File: config.mk
export PLATFORM = sky130hd
export DESIGN_NAME = midi_voice_allocator
export DESIGN_NICKNAME = d
export VERILOG_FILES = /design/src/rtl/midi_voice_allocator.sv
export SDC_FILE = /design/constraint.sdc
export NUM_CORES = 1
export LEC_CHECK = 0
export ABC_AREA = 1
export CAP_MARGIN = 20
export CORE_ASPECT_RATIO = 1.75
export CORE_MARGIN = 4
export CORE_UTILIZATION = 55
export DETAILED_ROUTE_END_ITERATION = 6
export PLACE_DENSITY = 0.85
export SLEW_MARGIN = 0
export SYNTH_ARGS = -nofsm -noshare
export SYNTH_HDL_FRONTEND = slang
export SYNTH_SLANG_ARGS = --single-unit
File: constraint.sdc
create_clock -name sys_clk -period 4.5 [get_ports sys_clk]
set_clock_uncertainty 0.2 [all_clocks]
set_input_delay 0.9 -clock sys_clk [delete_from_list [all_inputs] [get_ports sys_clk]]
set_output_delay 0.9 -clock sys_clk [all_outputs]
set_load 0.05 [all_outputs]
File: src/rtl/midi_voice_allocator.sv
// -----------------------------------------------------------------------------
// midi_voice_allocator
//
// Polyphony controller between the MIDI byte-breakout stage and the synth voice
// bank. It takes completed MIDI messages (status + two data bytes) and maps
// note-on / note-off / all-notes-off events onto N_VOICES voice slots.
// A note-on goes to the voice already holding that note (retrigger). Failing
// that it goes to the lowest free voice. Failing that it steals a voice in
// round-robin order.
//
// Ports:
//   sys_clk     in   system clock, single domain
//   rst_n       in   synchronous active-low reset
//   MIDI_CMD    in   status byte of the completed message
//   MIDI_DAT_0  in   data byte 0 (note / controller number)
//   MIDI_DAT_1  in   data byte 1 (velocity / controller value)
//   DATA_READY  in   one-cycle strobe, all three bytes valid
//   VOICE_NOTE  out  packed 7-bit note per voice, voice v at [7v+6:7v]
//   VOICE_VEL   out  packed 7-bit velocity per voice, same packing
//   VOICE_GATE  out  per-voice gate (1 = held)
//   VOICE_TRIG  out  per-voice one-cycle (re)start pulse
//   BUSY        out  high while an event is in flight
//   EVENT_DROP  out  pulses when DATA_READY arrives while BUSY
// -----------------------------------------------------------------------------
module midi_voice_allocator #(
    parameter int       N_VOICES = 4,
    parameter int       BYTE_W   = 8,
    parameter bit [3:0] MIDI_CH  = 4'd0,
    parameter bit       OMNI     = 1'b0
) (
    input  logic                    sys_clk,
    input  logic                    rst_n,
    input  logic [BYTE_W-1:0]       MIDI_CMD,
    input  logic [BYTE_W-1:0]       MIDI_DAT_0,
    input  logic [BYTE_W-1:0]       MIDI_DAT_1,
    input  logic                    DATA_READY,
    output logic [7*N_VOICES-1:0]   VOICE_NOTE,
    output logic [7*N_VOICES-1:0]   VOICE_VEL,
    output logic [N_VOICES-1:0]     VOICE_GATE,
    output logic [N_VOICES-1:0]     VOICE_TRIG,
    output logic                    BUSY,
    output logic                    EVENT_DROP
);

    localparam int IDX_W = (N_VOICES > 1) ? $clog2(N_VOICES) : 1;
    localparam logic [IDX_W-1:0] LAST_IDX = IDX_W'(N_VOICES - 1);

    typedef enum logic [1:0] {
        S_IDLE,
        S_DECODE,
        S_SCAN,
        S_COMMIT
    } state_t;

    typedef enum logic [1:0] {
        OP_ON,
        OP_OFF,
        OP_ALLOFF
    } op_t;

    state_t state, state_nxt;

    // Latched message. Data bytes are cut to 7 bits when they are captured.
    logic [7:0]       cmd_q;
    logic [6:0]       d0_q;
    logic [6:0]       d1_q;
    op_t              op_q;

    // Scan bookkeeping.
    logic [IDX_W-1:0] scan_idx;
    logic             match_found;
    logic [IDX_W-1:0] match_idx;
    logic             free_found;
    logic [IDX_W-1:0] free_idx;
    logic [IDX_W-1:0] steal_ptr;

    // Voice state.
    logic [6:0]          note_q [N_VOICES];
    logic [6:0]          vel_q  [N_VOICES];
    logic [N_VOICES-1:0] gate_q;
    logic [N_VOICES-1:0] trig_q;

    // Decode results (combinational, used in DECODE only).
    logic dec_ok;
    op_t  dec_op;

    // ON target selection (combinational, used in COMMIT only).
    logic [IDX_W-1:0] target;
    logic             is_steal;

    // -------------------------------------------------------------------------
    // Message decode
    // -------------------------------------------------------------------------
    always_comb begin
        // NOTE: every signal written here gets a default first, so no path
        // can leave one unassigned and infer a latch.
        dec_ok = 1'b0;
        dec_op = OP_ON;
        if (OMNI || (cmd_q[3:0] == MIDI_CH)) begin
            case (cmd_q[7:4])
                4'h9: begin
                    dec_ok = 1'b1;
                    // Note-on with zero velocity is a note-off by MIDI convention.
                    dec_op = (d1_q != 7'd0) ? OP_ON : OP_OFF;
                end
                4'h8: begin
                    dec_ok = 1'b1;
                    dec_op = OP_OFF;
                end
                4'hB: begin
                    if (d0_q == 7'h7B) begin
                        dec_ok = 1'b1;
                        dec_op = OP_ALLOFF;
                    end
                end
                default: ;
            endcase
        end
    end

    always_comb begin
        target   = steal_ptr;
        is_steal = 1'b0;
        if (match_found) begin
            target = match_idx;
        end else if (free_found) begin
            target = free_idx;
        end else begin
            is_steal = 1'b1;
        end
    end

    // -------------------------------------------------------------------------
    // State machine
    // -------------------------------------------------------------------------
    always_ff @(posedge sys_clk) begin
        if (!rst_n) begin
            state <= S_IDLE;
        end else begin
            state <= state_nxt;
        end
    end

    always_comb begin
        state_nxt = state;
        case (state)
            S_IDLE:   if (DATA_READY) state_nxt = S_DECODE;
            S_DECODE: begin
                if (!dec_ok)                 state_nxt = S_IDLE;
                else if (dec_op == OP_ALLOFF) state_nxt = S_COMMIT;
                else                          state_nxt = S_SCAN;
            end
            S_SCAN:   if (scan_idx == LAST_IDX) state_nxt = S_COMMIT;
            S_COMMIT: state_nxt = S_IDLE;
            default:  state_nxt = S_IDLE;
        endcase
    end

    // -------------------------------------------------------------------------
    // Datapath
    // -------------------------------------------------------------------------
    always_ff @(posedge sys_clk) begin
        if (!rst_n) begin
            cmd_q       <= '0;
            d0_q        <= '0;
            d1_q        <= '0;
            op_q        <= OP_ON;
            scan_idx    <= '0;
            match_found <= 1'b0;
            match_idx   <= '0;
            free_found  <= 1'b0;
            free_idx    <= '0;
            steal_ptr   <= '0;
            gate_q      <= '0;
            trig_q      <= '0;
            // NOTE: the note/velocity store is reset as well, because it drives
            // outputs directly and those must read 0 after reset.
            for (int v = 0; v < N_VOICES; v++) begin
                note_q[v] <= '0;
                vel_q[v]  <= '0;
            end
        end else begin
            // NOTE: all state here uses non-blocking assignments, so every
            // read in this block sees the value from before this edge.
            trig_q <= '0;
            case (state)
                S_IDLE: begin
                    if (DATA_READY) begin
                        cmd_q <= MIDI_CMD[7:0];
                        d0_q  <= MIDI_DAT_0[6:0];
                        d1_q  <= MIDI_DAT_1[6:0];
                    end
                end
                S_DECODE: begin
                    op_q        <= dec_op;
                    scan_idx    <= '0;
                    match_found <= 1'b0;
                    match_idx   <= '0;
                    free_found  <= 1'b0;
                    free_idx    <= '0;
                end
                S_SCAN: begin
                    // Only the first hit of each kind is kept. Scanning upwards
                    // means the recorded index is the lowest one.
                    if (!match_found && gate_q[scan_idx] && (note_q[scan_idx] == d0_q)) begin
                        match_found <= 1'b1;
                        match_idx   <= scan_idx;
                    end
                    if (!free_found && !gate_q[scan_idx]) begin
                        free_found <= 1'b1;
                        free_idx   <= scan_idx;
                    end
                    scan_idx <= scan_idx + 1'b1;
                end
                S_COMMIT: begin
                    case (op_q)
                        OP_ON: begin
                            note_q[target] <= d0_q;
                            vel_q[target]  <= d1_q;
                            gate_q[target] <= 1'b1;
                            trig_q[target] <= 1'b1;
                            if (is_steal) begin
                                steal_ptr <= (steal_ptr == LAST_IDX) ? '0 : steal_ptr + 1'b1;
                            end
                        end
                        OP_OFF: begin
                            // Note and velocity stay put so the envelope can
                            // still use them during release.
                            if (match_found) gate_q[match_idx] <= 1'b0;
                        end
                        OP_ALLOFF: gate_q <= '0;
                        default: ;
                    endcase
                end
                default: ;
            endcase
        end
    end

    // -------------------------------------------------------------------------
    // Outputs
    // -------------------------------------------------------------------------
    for (genvar v = 0; v < N_VOICES; v++) begin : g_pack
        assign VOICE_NOTE[7*v +: 7] = note_q[v];
        assign VOICE_VEL[7*v +: 7]  = vel_q[v];
    end

    assign VOICE_GATE = gate_q;
    assign VOICE_TRIG = trig_q;
    assign BUSY       = (state != S_IDLE);
    // The COMMIT cycle still counts as busy, so a strobe in that cycle drops.
    assign EVENT_DROP = DATA_READY && (state != S_IDLE);

endmodule

### After elaboration in Yosys (flattened, before gate mapping)

Memory sizes are Yosys's and may differ from the RTL's. A register that Yosys moved wholly into a read port is not among the register bits.
Index checks and enable logic that the tools add are counted.
W data, S select, Z words.

| storage, ports and cells | value |
|---|---|
| output and inout port bits | 66 |
| flip-flop bits (word level) | 44 |
| bits in writable memories | 56 |
| memories | 2 |
| logic and storage cells | 116 |
| bits of input ports | 27 |

Memories:

| name | words | width | read ports | clocked after memory_dff | write ports | RTL line | RTL |
|---|---|---|---|---|---|---|---|
| note_q | 4 | 7 | 5 | 1 | 4 | 78 | `logic [6:0] note_q [N_VOICES];` |
| vel_q | 4 | 7 | 4 | 0 | 4 | 79 | `logic [6:0] vel_q [N_VOICES];` |

| operators by class | value |
|---|---|
| $lt $le $gt $ge | 5 |
| reductions and logical operators | 26 |
| bitwise operators | 3 |
| mux-type cells | 47 |
| equality and inequality tests | 18 |
| $add $sub $neg | 2 |

Operators by type and width:

| cell | number |
|---|---|
| $mux W2 | 14 |
| $mux W1 | 18 |
| $mux W7 | 2 |
| $reduce_or A7 Y1 | 2 |
| $eq A2 B2 Y1 const B | 6 |
| $eq A4 B4 Y1 const B | 3 |
| $pmux W2 S2 | 3 |
| $pmux W4 S3 | 1 |
| $ne A2 B2 Y1 const B | 5 |
| $lt A2 B3 Y1 const B | 3 |
| $reduce_and A3 Y1 | 3 |
| $pmux W2 S4 | 1 |
| $reduce_and A2 Y1 | 4 |
| $eq A7 B7 Y1 | 1 |
| $eq A7 B7 Y1 const B | 1 |
| $reduce_bool A7 Y1 | 1 |
| $logic_and A1 B1 Y1 | 6 |
| $pmux W1 S2 | 3 |
| $pmux W2 S3 | 1 |
| $add A2 B1 Y2 const B | 2 |
| $and A4 B4 Y4 | 1 |
| $demux W1 S2 | 2 |
| $eq A2 B1 Y1 const B | 2 |
| $ge A2 B1 Y1 const B | 2 |
| other kinds (10) | 14 |

### Longest topological paths before layout

Gate-level depths: netlist of run 1.

| depth | value |
|---|---|
| word-level depth | 8 |
| mapped depth | 12 |
| gate-level depth less buffers | 12 |

### Worst setup path before layout of run 1

Ideal clock, no wire load.

| path | value |
|---|---|
| path kind | input-to-output |
| from | input port DATA_READY |
| to | output port EVENT_DROP |
| required time | 3400 ps |
| data arrival time | 1566 ps |
| buffers on the path | 0 |
| path slack | 1834 ps |
| stages | 2 |
| cell sequence | inv_1 nor2_1 |

| between the ends | value |
|---|---|
| cells in the longest elaborated chain, start to end | 1 |

Ends and longest elaborated chain:

| item | RTL line | RTL |
|---|---|---|
| start, declared | 36 | `input logic DATA_READY,` |
| $logic_and A1 B1 Y1 | 252 | `assign EVENT_DROP = DATA_READY && (state != S_IDLE);` |
| end, declared | 42 | `output logic EVENT_DROP` |

Every way passes these cells.

### Worst setup path after layout of run 1

Same ends and word-level chain as after synthesis.

==> results.toml, run 1 <==
[synth]
ys_ff_latch = 102
ys_warn_count = 0
ys_types = 27
synthArstFlopShare = 0
synth_top_area_frac = 0.387
netlist_area_um2 = 4340
synth_edf_count = 56
syn_area_per_cell_um2 = 8.83
syn_inst = 492
ys_top_cells_by_count = "nand2_1 (96), nor2_1 (88), edfxtp_1 (56), inv_1 (51), dfxtp_1 (46)"
synth.most_common_cell = "nand2_1"
yosysTopAreaCell = "edfxtp_1"
synth_nets = 528
synthFlopType = "edfxtp_1"
ys_seq_area_frac = 0.599
synthTopCellsByArea = "edfxtp_1 (39%), dfxtp_1 (21%), nand2_1 (8.3%)"

[grt]
antenna_found_initial = 0
grt_pass1_vias = 3728
grt_first_pass_wirelength_um = 17600
grt_max_degree = 33
track_usage = 0.247
grt-ovfl-total = 0

[critical_path]
cp.arrival_ps = 2330
cpLargestDelayFamily = "buffers and inverters"
cpMostUsedCell = "clkdlybuf4s50_1"
crit_buf_inv = 3
crit_type = "input pin to output port"
critPathLaunchType = "input pin"
crit_slowest_cell = "clkdlybuf4s50_1"
crit_fanout = 3
crit_chain = "clkdlybuf4s50_1 -> inv_1 -> nor2_1 -> clkdlybuf4s50_1"
crit_path_end_kind = "output port"
max_stage_delay_ps = 800
cp.required_ps = 3400

[clocking]
cts_buffer_depth = 2
cts_resized = 0
path_clk_slew_ps = 60
postCtsHoldBufs = 0
numCtsBuffers = 9
tritoncts = "done"
clock_sinks = 102
clkLatencyLatePin_ps = 340
cts_setup_buffers = 0
root_buffer = "clkbuf_16"
htreeDepth = 3

[die]
die_width_um = 75.2
core_um2 = 7620
row_count = 42
start_util = 0.570
die-area_um2 = 9440
io_pins = 93
die_y_um = 126

[placed_design]
post-place-ws_ps = 1020
globalplace.congestion = 0.921
dp_hpwl_um = 8040
port_buffers = 90
detailed_place.area_um2 = 5330

[timing]
fin_tns_setup_ps = 0
setup_slack_ps = 1070
slew_viol_final = 0
fmax_ghz = 0.291
period_needed_ps = 3430
tightest_slew_ps = 824
fin_crit_sh = 0.762
whs_ps = 253
final_hold_viol_count = 0
rsz0062_at_grt = "no"
relSlewSlack = 0.449
setup_viol = 0

[layout]
antenna_cells = 0
drive_above_1_share = 0.0475
final_nets = 620
nFillCells = 556
design_area_um2 = 5620
areaGrowthSynthToFinish_pct = 29.3
final_util = 0.737

[drt]
drt_iter0_markers = 283
wl_per_cell_um = 16.5
drt-vias-per-instance = 5.56
firstDrtPassIters = 5
drt-total-wl_um = 11200
detail-route-antenna-nets = 0
num_vias = 3764
drcViolationCount = 0

[power_and_ir_drop]
pwr_density_cell_nw_per_um2 = 367
ir_worst_vdd_uv = 238
p_leak_nw = 2.19

[run]
drv_cap = 0

[min_path]
hold_path_class = "flop to flop"

[run_status]
status = "completed"
[kinds of logic after synthesis]
family / synth area share
buf+inv: 0.0660
fa+ha+maj: 0.0259
compound gates: 0.0907
simple gates: 0.218
flops: 0.599
[placed cells by master (no fill, tap or decap)]
cell | synthesis | final
clkbuf_8 | 0 | 1
buf_4 | 1 | 6
nor3_1 | 2 | 2
nand4_1 | 6 | 6
edfxtp_1 | 56 | 56
or2_2 | 1 | 1
nand3_1 | 33 | 33
nor2_1 | 88 | 88
nor2_2 | 2 | 2
o21ai_0 | 33 | 30
clkbuf_16 | 0 | 9
nand3b_1 | 1 | 1
clkdlybuf4s50_1 | 0 | 90
clkinv_1 | 0 | 3
clkinvlp_2 | 0 | 1
nor4_1 | 1 | 1
o22ai_1 | 1 | 1
a211oi_1 | 1 | 1
bufinv_16 | 0 | 1
o211ai_1 | 2 | 2
nand2_1 | 96 | 96
clkinv_2 | 0 | 1
inv_2 | 6 | 6
or2_1 | 1 | 1
or2_0 | 1 | 1
inv_1 | 51 | 51
dfxtp_1 | 46 | 46
o21ai_1 | 3 | 6
ha_1 | 9 | 9
a21oi_1 | 37 | 37
[sequential cells by signal (all words and copies together), names as in the netlist, named ones only]
register     cells
d1_q             7
d0_q             7
vel_q           28
free_idx         2
VOICE_GATE       4
state            1
op_q             2
note_q          28
scan_idx         2
cmd_q            8
match_idx        2
steal_ptr        2
match_found      1
VOICE_TRIG       4
free_found       1
[final timing paths]
kind	cells after the start	endpoint	startpoint	slack (ps)
hold reg to reg	2	cmd_q[7]	cmd_q[7]	250
setup / recovery	4	EVENT_DROP	DATA_READY	1070
hold / removal	2	cmd_q[7]	cmd_q[7]	250
setup reg to reg	7	vel_q[0][0]	match_found	1980
[through the flow]
stage,power (mW),instances
2_1_floorplan,1.22,492
3_3_place_gp,1.31,661
3_5_place_dp,1.32,661
4_1_cts,2.07,677
5_1_grt,2.13,677
6_report,2.06,677
[per-layer routing]
| layer | global-route usage | share of wire | up-vias |
|---|---|---|---|
| li1 | - | - | 1802 |
| met1 | 0.271 | 0.36 | 1771 |
| met2 | 0.441 | 0.55 | 161 |
| met3 | 0.0482 | 0.060 | 30 |
| met4 | 0.110 | 0.034 | 0 |
| met5 | 0 | 0 | - |
[tightest hold or removal path, cell delays in order, from the launching register on]
cell and delay [ps]:
dfxtp_1 300, inv_1 60, a21oi_1 60
[area by class of cell]
cell class                 count  area (um2)  area share
sequential                   102        2600       0.463
multi-input combinational    318        1460       0.259
timing repair buffer          96         946       0.168
clock buffer                  10         239      0.0425
inverter                      57         214      0.0381
tap                           88         110      0.0196
clock inverter                 6        51.3     0.00913
[report_power, final]
group	switching, mW	total (mW)	internal [mW]
logic	0.174	0.261	0.0875
clock network	0.320	0.758	0.438
registers	0.0256	1.04	1.02
total	0.519	2.06	1.54
No activity file was read; power rests on OpenSTA's default activity.
==> run 2, diff against run 1 <==
CORE_UTILIZATION = 46   (was 55)
PLACE_DENSITY = 0.76   (was 0.85)
clock period = 2.85 ns   (was 4.5 ns; I/O delays follow)
==> run 2 against run 1 <==
  * Register-to-register slack worse by 1500 ps
  * Largest power group unchanged
  * Die area grew 18%
  * Core utilization is 12 points lower
  * Routed wire length down 3.2%
  * Power up 55%
  * Non-clock buffer count up 4
  * Critical path depth unchanged
==> results.toml, run 2 (synthesis gave the netlist of run 1 again) <==
[run_status]
status = "completed"

[die]
core_um2 = 9150
row_count = 46
io_pins = 93
die_y_um = 137
die-area_um2 = 11100
die_width_um = 81.5
start_util = 0.475

[layout]
final_util = 0.622
reg_top3 = "note_q x28, vel_q x28, cmd_q x8"
final_cell_mix = "nand2_1 (96), nor2_1 (88), clkdlybuf4s50_1 (88)"
antenna_cells = 0
final_common_cell = "nand2_1"
areaGrowthSynthToFinish_pct = 31.0
drive_above_1_share = 0.0607
final_nets = 624

[grt]
grt-ovfl-total = 0
grt_pass1_vias = 3475
grt_first_pass_wirelength_um = 16800
antenna_found_initial = 0
grt_max_degree = 32
track_usage = 0.203

[drt]
firstDrtPassIters = 7
drt-vias-per-instance = 5.10
detail-route-antenna-nets = 0
drcViolationCount = 0
drt_iter0_markers = 270
num_vias = 3635
drt-total-wl_um = 10800
wl_per_cell_um = 15.2

[timing]
setup_viol = 0
fmax_ghz = 0.412
rsz0062_at_grt = "no"
final_hold_viol_count = 0
fin_tns_setup_ps = 0
relSlewSlack = 0.483
tightest_slew_ps = 773
period_needed_ps = 2430
fin_crit_sh = 0.852
slew_viol_final = 0

[power_and_ir_drop]
sw_frac_of_total = 0.267
pwr_density_cell_nw_per_um2 = 563
p_total_mw = 3.21
clkPwrFrac = 0.360
ir_worst_vdd_uv = 338
power_switching_mw = 0.854
power_frac_seq = 0.514
comb_power_share = 0.127
power.internal_mw = 2.35
p_leak_nw = 2.23

[placed_design]
globalplace.congestion = 0.867
port_buffers = 90
dp_hpwl_um = 8060

[critical_path]
cpLargestDelayFamily = "buffers and inverters"
critPathLaunchType = "flop"
r2r_start = "free_found"
crit_buf_inv = 3
crit_start = "state[0]"
crit_fanout = 6
crit_chain = "inv_1 -> ha_1 -> inv_1 -> dlymetal6s2s_1"
cp.arrival_ps = 1660
cp.required_ps = 2080
crit_type = "flop to output port"
crit_slowest_cell = "dfxtp_1"
cpMostUsedCell = "inv_1"
crit_path_end_kind = "output port"
max_stage_delay_ps = 430

[clocking]
tritoncts = "done"
root_buffer = "clkbuf_16"
clkLatencyLatePin_ps = 340
htreeDepth = 3
numCtsBuffers = 9
clock_sinks = 102
cts_buffer_depth = 2
postCtsHoldBufs = 0
path_clk_slew_ps = 70

[min_path]
hold_path_class = "flop to flop"
hold_start = "cmd_q[5]"

[run]
drv_cap = 0
-- run 2: path summary, 6_finish.rpt --
check	end	slack, ps	depth (start not counted)
setup / recovery	BUSY	420	4
hold / removal	cmd_q[5]	260	2
setup reg to reg	note_q[2][2]	530	6
hold reg to reg	cmd_q[5]	260	2
-- run 2: routing by layer --
metal,vias up,wire length [um],GRT usage
met3,18,616,0.0277
met2,139,5970,0.376
li1,1801,-,-
met4,0,231,0.0733
met5,-,0,0
met1,1677,4000,0.229
-- run 2: cell type report --
type	count	area, um2
well taps	120	150
repair buffers	100	988
fillers	743	3460
multi-input cells	318	1460
inverters	57	214
clock inverters	7	57.6
flip-flops and latches	102	2600
clock buffers	9	225
-- run 2: what timing repair did --
item | 4_1_cts | 5_1_grt
resized for setup | 0 | 1
setup buffers | 0 | 0
endpoints found under the setup margin | 0 | 1
-- run 2: through the flow --
step                      instances  setup WS (ps)  cell area (um2)  hold WS, ps
after floorplan                 492            276             4340          222
after global placement          697            339             5410          235
after detailed placement        697            260             5410          248
after CTS                       713           51.8             5690          257
after global routing            713            317             5690          280
final                           713            423             5690          258
-- run 2: power by group through the flow --
stage	registers (mW)	logic, mW	clock network [mW]
after floorplan	1.77	0.164	0
after global placement	1.68	0.401	0
after detailed placement	1.68	0.409	0
after CTS	1.65	0.410	1.16
after global routing	1.65	0.442	1.22
final	1.65	0.407	1.15
-- run 2: tightest hold or removal path: stages (launching register included) --
cell	delay (ps)
dfxtp_1	320
inv_1	50
a21oi_1	50
